===== config.mk =====
export PLATFORM = sky130hd
export DESIGN_NAME = pa_mode1_out_ctrl
export DESIGN_NICKNAME = d
export VERILOG_FILES = /design/src/rtl/pa_mode1_out_ctrl.sv
export SDC_FILE = /design/constraint.sdc
export NUM_CORES = 1
export LEC_CHECK = 0
export BUFFER_PORTS_ARGS = -buffer_cell sky130_fd_sc_hd__clkbuf_2
export CAP_MARGIN = 20
export CORE_UTILIZATION = 35
export CTS_BUF_LIST = sky130_fd_sc_hd__clkbuf_8
export CTS_CLUSTER_DIAMETER = 50
export DETAILED_ROUTE_END_ITERATION = 10
export PLACE_DENSITY = 0.68
export SYNTH_ARGS = -nofsm -noshare
export SYNTH_HDL_FRONTEND = slang
export SYNTH_SLANG_ARGS = --single-unit

===== constraint.sdc =====
create_clock -name clk -period 1.6 [get_ports clk]
set_input_delay 0.48 -clock clk [delete_from_list [all_inputs] [get_ports clk]]
set_output_delay 0.48 -clock clk [all_outputs]
set_load 0.1 [all_outputs]

===== src/rtl/pa_mode1_out_ctrl.sv =====
// Port A output latch and mode-1 OBF#/ACK#/INTR handshake sequencer (8255A style).
// Optional ack timeout built when PA_ACK_TIMEOUT_EN is defined.
//
// state | meaning
// IDLE  | latch empty or already taken, obf_n=1
// FULL  | new data on pa_out, obf_n=0, waiting for ack fall
// ACKED | peripheral strobed data, obf_n=1, waiting for ack rise
module pa_mode1_out_ctrl #(
  parameter int DW          = 8,
  parameter int SYNC_STAGES = 2,
  parameter int TIMEOUT_CYC = 255
) (
  input  logic          clk,
  input  logic          reset_n,
  input  logic          mode1,
  input  logic          wr_en,
  input  logic [DW-1:0] din,
  input  logic          inte_set,
  input  logic          inte_clr,
  input  logic          ack_n,
  output logic [DW-1:0] pa_out,
  output logic          obf_n,
  output logic          intr,
  output logic          timeout_err
);

  typedef enum logic [1:0] {
    IDLE  = 2'd0,
    FULL  = 2'd1,
    ACKED = 2'd2
  } state_t;

  state_t                 state;
  logic                   inte;
  logic [SYNC_STAGES-1:0] ack_sync;
  logic                   ack_d;
  logic                   ack_fall;
  logic                   ack_rise;
  logic                   tmo_hit;

  // synchronizer idles high so a released reset never looks like an ack edge
  always_ff @(posedge clk or negedge reset_n) begin
    if (!reset_n) begin
      ack_sync <= '1;
      ack_d    <= 1'b1;
    end else begin
      ack_sync <= {ack_sync[SYNC_STAGES-2:0], ack_n};
      ack_d    <= ack_sync[SYNC_STAGES-1];
    end
  end

  assign ack_fall = ack_d & ~ack_sync[SYNC_STAGES-1];
  assign ack_rise = ~ack_d & ack_sync[SYNC_STAGES-1];

`ifdef PA_ACK_TIMEOUT_EN
  localparam int CW = (TIMEOUT_CYC < 2) ? 1 : $clog2(TIMEOUT_CYC + 1);
  localparam logic [CW-1:0] TC_LAST = CW'(TIMEOUT_CYC - 1);

  logic [CW-1:0] tmo_cnt;

  assign tmo_hit = (state == FULL) && (tmo_cnt == TC_LAST);

  // a write re-enters FULL, so it restarts the wait
  always_ff @(posedge clk or negedge reset_n) begin
    if (!reset_n) begin
      tmo_cnt <= '0;
    end else if (!mode1 || wr_en || state != FULL) begin
      tmo_cnt <= '0;
    end else begin
      tmo_cnt <= tmo_cnt + CW'(1);
    end
  end

  always_ff @(posedge clk or negedge reset_n) begin
    if (!reset_n) begin
      timeout_err <= 1'b0;
    end else begin
      timeout_err <= mode1 && !wr_en && !ack_fall && tmo_hit;
    end
  end
`else
  assign tmo_hit     = 1'b0;
  assign timeout_err = 1'b0;
`endif

  always_ff @(posedge clk or negedge reset_n) begin
    if (!reset_n) begin
      state  <= IDLE;
      obf_n  <= 1'b1;
      intr   <= 1'b0;
      inte   <= 1'b0;
      pa_out <= '0;
    end else begin
      if (inte_clr) begin
        inte <= 1'b0;
      end else if (inte_set) begin
        inte <= 1'b1;
      end

      if (wr_en) begin
        pa_out <= din;
      end

      if (!mode1) begin
        state <= IDLE;
        obf_n <= 1'b1;
        intr  <= 1'b0;
      end else if (wr_en) begin
        state <= FULL;
        obf_n <= 1'b0;
        intr  <= 1'b0;
      end else begin
        case (state)
          FULL: begin
            if (ack_fall) begin
              state <= ACKED;
              obf_n <= 1'b1;
            end else if (tmo_hit) begin
              state <= IDLE;
              obf_n <= 1'b1;
              intr  <= inte;
            end
          end
          ACKED: begin
            if (ack_rise) begin
              state <= IDLE;
              intr  <= inte;
            end
          end
          IDLE: ;
          default: begin
            state <= IDLE;
            obf_n <= 1'b1;
          end
        endcase
      end

      // clearing INTE also withdraws a pending request
      if (inte_clr) begin
        intr <= 1'b0;
      end
    end
  end

endmodule


== Word level (Yosys, flattened, before mapping) ==
Cells that the tools add are included.

* Equal/unequal tests: 8
* Muxes and demuxes: 16
* Bitwise operators: 4
* Reduce and logical (&&, ||, !) cells: 6

{| class="wikitable"
|+ Operators by type and width
! operator !! count
|-
| 2-to-1 mux 1 bit || 10
|-
| 2-to-1 mux 2 bit || 4
|-
| != test 4 x 1 -> 1 bit (second input constant) || 2
|-
| != test 4 bit (second input constant) || 2
|-
| case mux 2 bit (3 select lines) || 1
|-
| AND reduction 2 bit || 2
|-
| != test 3 x 2 -> 1 bit (second input constant) || 1
|-
| != test 3 bit (second input constant) || 1
|-
| AND reduction 3 bit || 1
|-
| bitwise AND 1 bit || 2
|-
| equality test 2 x 1 -> 1 bit (second input constant) || 1
|-
| equality test 2 bit (second input constant) || 1
|-
| zero test 2 bit || 1
|-
| inverter 1 bit || 2
|-
| case mux 1 bit (2 select lines) || 1
|-
| nonzero test 2 bit || 1
|-
| OR reduction 2 bit || 1
|}

* Register bits after elaboration: 16
* Input bits: 15
* Output and inout bits: 11

== Depth between registers and ports, before layout ==
* Word-level depth: 7
* Depth in mapped cells: 3

== Least setup slack after synthesis ==
Ideal clock, no wire load.

* Path type: flip-flop to output port
* Start point: register intr
* End point: output port intr
* Arrival time: 897 ps
* Data required time: 1,120 ps
* Path slack: 223 ps
* Stages on the path, launching flop included: 1
* Path buffers: 0
* Cell sequence: dfrtp_1

{| class="wikitable"
|+ RTL lines
! what !! RTL line !! source
|-
| from (decl) || 23 || <nowiki>output logic intr,</nowiki>
|-
| from (signal assigned) || 121 || <nowiki>intr <= inte;</nowiki>
|-
| from (signal assigned) || 127 || <nowiki>intr <= inte;</nowiki>
|}

No word-level cell between the ends.

== Worst setup path in the final report ==
* Start point: register obf_n
* End point: output port obf_n

{| class="wikitable"
|+ RTL lines
! what !! RTL line !! source
|-
| from (decl) || 22 || <nowiki>output logic obf_n,</nowiki>
|-
| from (signal assigned) || 89 || <nowiki>obf_n <= 1'b1;</nowiki>
|-
| from (signal assigned) || 106 || <nowiki>obf_n <= 1'b1;</nowiki>
|-
| from (signal assigned) || 110 || <nowiki>obf_n <= 1'b0;</nowiki>
|}

No word-level cell between the ends.

==> results.py <==
metrics = {
    "outcome": {
        "status": "finished, final reports clean",
    },
    "grt": {
        "grt_max_degree": 17,
        "grt_pass1_wl_microns": 1750,
        "grt_pass1_vias": 424,
        "grt_usage": 0.130,
        "grt-ovfl-total": 0,
        "antenna_found_initial": 0,
    },
    "power_and_ir_drop": {
        "power_leakage_nw": 0.389,
        "power_density_nw_per_um2": 1250,
        "sequentialPowerShare": 0.443,
        "p_int_w": 0.000678,
        "power.net_switching_w": 0.000358,
        "pwr-share-clk": 0.281,
        "p_total_w": 0.00104,
        "peakVddDrop_mv": 0.606,
        "combinationalPowerShare": 0.276,
        "switching_share": 0.345,
    },
    "clock_network": {
        "cts.repair.resized": 0,
        "clock-root-buffer": "clkbuf_8",
        "clkLatencyLatePin_ps": 240,
        "htree_levels": 1,
        "clk_pin_slew_ps": 60,
        "numCtsBuffers": 3,
        "cts_hold_buf": 0,
        "postCtsSetupBuffers": 0,
        "cts_tree": "yes",
        "max-clock-path-buffers": 2,
        "clkSinkCount": 16,
    },
    "cells_and_area": {
        "insertedDiodeCount": 0,
        "num-fill-cells": 142,
        "nNetsFinal": 85,
        "syn2layout_area_growth_pct": 33.2,
        "layout_common_cells": "clkbuf_2 (14), dfrtp_1 (12), buf_4 (9), mux2_2 (8), dfstp_2 (4)",
        "final_common_cell": "clkbuf_2",
        "final_layout_size_suffix_gt1_frac": 0.588,
        "stdcell_count": 84,
    },
    "die": {
        "start_util": 0.394,
        "die_h_microns": 44.2,
        "die_x_microns": 44.2,
        "design.die.area_sq_um": 1950,
        "coreArea_sq_um": 1580,
        "rows": 14,
        "pin_count": 26,
    },
    "detailed_routing": {
        "final_antenna_net_count": 0,
        "drt_iter0_drc": 5,
        "wl_microns": 1040,
        "drt-pass1-iter-count": 6,
        "vias_per_cell": 4.98,
        "vias": 418,
        "wire_per_inst_microns": 12.4,
        "drc": 0,
    },
    "critical_path": {
        "startpoint": "obf_n$_DFFE_PN1P_",
        "reg2reg_depth": 3,
        "endpoint_kind": "output port",
        "crit_buf_inv": 1,
        "rr_startpoint": "ack_sync[1]$_DFF_PN1_",
        "crit_end": "obf_n",
        "crit_chain": "buf_12",
        "crit_path_top_delay_cell": "dfstp_2",
        "r2r_slack_ps": 430,
        "slowest_delay_ps": 570,
        "r2r_end": "intr$_DFFE_PN0P_",
        "critPathKind": "reg -> out",
        "worstPathRequired_ps": 1120,
        "path_delay_family": "flip-flops",
        "worst-path-stages": 1,
        "crit_arrival_ps": 990,
        "cp_max_fo": 3,
        "start_kind": "register",
    },
    "synth": {
        "synth_seq_cells": 16,
        "synth_area_leaders": "dfrtp_1 (48%), dfstp_2 (17%), mux2_2 (14%), nand3b_1 (2.4%), and4bb_1 (2.0%)",
        "syn_area_per_cell_sq_um": 14.5,
        "synth_top_area_cell": "dfrtp_1",
        "synth_cell_types": 18,
        "yosys_warnings": 0,
        "yosysSeqAreaShare": 0.652,
        "syn_area_sq_um": 622,
        "synth_top_area_share": 0.483,
        "syn-num-nets": 58,
        "syn_inst": 43,
    },
    "timing": {
        "slew_viol_final": 0,
        "fin_ws_ps": 132,
        "timing.hold.ws_ps": 143,
        "hold_viol": 0,
        "fin_crit_ps": 1470,
        "setup-tns-final_ps": 0,
        "rsz0062_at_grt": "no",
        "setup_viol": 0,
        "min_period_over_period": 0.918,
        "clock_skew_ps": 2.36,
        "max_freq_mhz": 681,
    },
    "placed_design": {
        "gp_congestion": 0.686,
        "place_inst": 81,
        "dp_slack_ps": 352,
        "io_buffer_count": 24,
    },
    "job": {
        "drv_cap": 0,
    },
    "worst_hold_path": {
        "hp-class": "in -> async",
    },
}
## cell type report
class                      count  area (sq um)  area share
sequential                    16           405       0.489
multi-input combinational     25           204       0.246
timing repair buffer          24           158       0.190
clock buffer                   3          41.3      0.0498
tap                           16          20.0      0.0242
## worst min-delay path by stage
| stage | from | end | slack (ps) | cells after the start |
|---|---|---|---|---|
| 3_5_place_dp | ack_sync[0]$_DFF_PN1_ | ack_sync[1]$_DFF_PN1_ | 350 | 0 |
| 4_1_cts | reset_n | pa_out[0]$_DFFE_PN0P_ | 160 | 1 |
| 6_report | reset_n | pa_out[0]$_DFFE_PN0P_ | 140 | 1 |
| 2_1_floorplan | reset_n | inte$_DFFE_PN0P_ | 180 | 0 |
| 3_3_place_gp | ack_sync[0]$_DFF_PN1_ | ack_sync[1]$_DFF_PN1_ | 350 | 0 |
| 5_1_grt | reset_n | pa_out[2]$_DFFE_PN0P_ | 170 | 1 |
## synthesized netlist by cell type
cell type / count
nand3b_1: 2
nor3b_1: 1
a21oi_1: 1
o21a_1: 1
buf_4: 1
conb_1: 1
buf_2: 1
dfstp_2: 4
mux2i_1: 1
nor2_1: 3
mux2_2: 8
nor3_2: 1
o31ai_1: 1
nand2b_1: 2
nor3_1: 1
dfrtp_1: 12
nor2b_1: 1
and4bb_1: 1
## kinds of logic (layout without fill, tap and decap cells)
logic type | count (synthesis) | after routing | share of synthesized area
buffers and inverters | 2 | 27 | 0.0201
muxes | 9 | 9 | 0.161
other | 1 | 1 | 0.00603
and+or+nand+nor | 12 | 12 | 0.129
AOI/OAI and AO/OA | 3 | 3 | 0.0322
DFF | 16 | 16 | 0.652
## state kept, by name, indices dropped and copies added (netlist names)
| name | flops |
|---|---|
| pa_out | 8 |
| ack_sync | 2 |
| state | 2 |
| ack_d | 1 |
| inte | 1 |
| intr | 1 |
| obf_n | 1 |
## power groups by stage
stage               Combinational, W  Clock [W]  Sequential (W)
finish                      0.000286   0.000291        0.000459
global route                0.000298   0.000318        0.000463
CTS                         0.000289   0.000297        0.000460
detailed placement          0.000290          0        0.000466
global placement            0.000285          0        0.000464
floorplan                  0.0000503          0        0.000627
## through the flow
step	utilization	cell area (sq um)
after global routing	0.525	828
after CTS	0.525	828
after global placement	0.499	787
after floorplan	-	622
after detailed placement	0.499	787
final	0.525	828
## metal layers
layer / vias to the layer above / global-route usage / wire length, microns
li1: 199 / - / -
met1: 201 / 0.145 / 454
met2: 18 / 0.221 / 533
met3: 0 / 0.0367 / 56
met4: 0 / 0.0727 / 0
met5: - / 0 / 0
No activity file was read; power rests on OpenSTA's default activity.
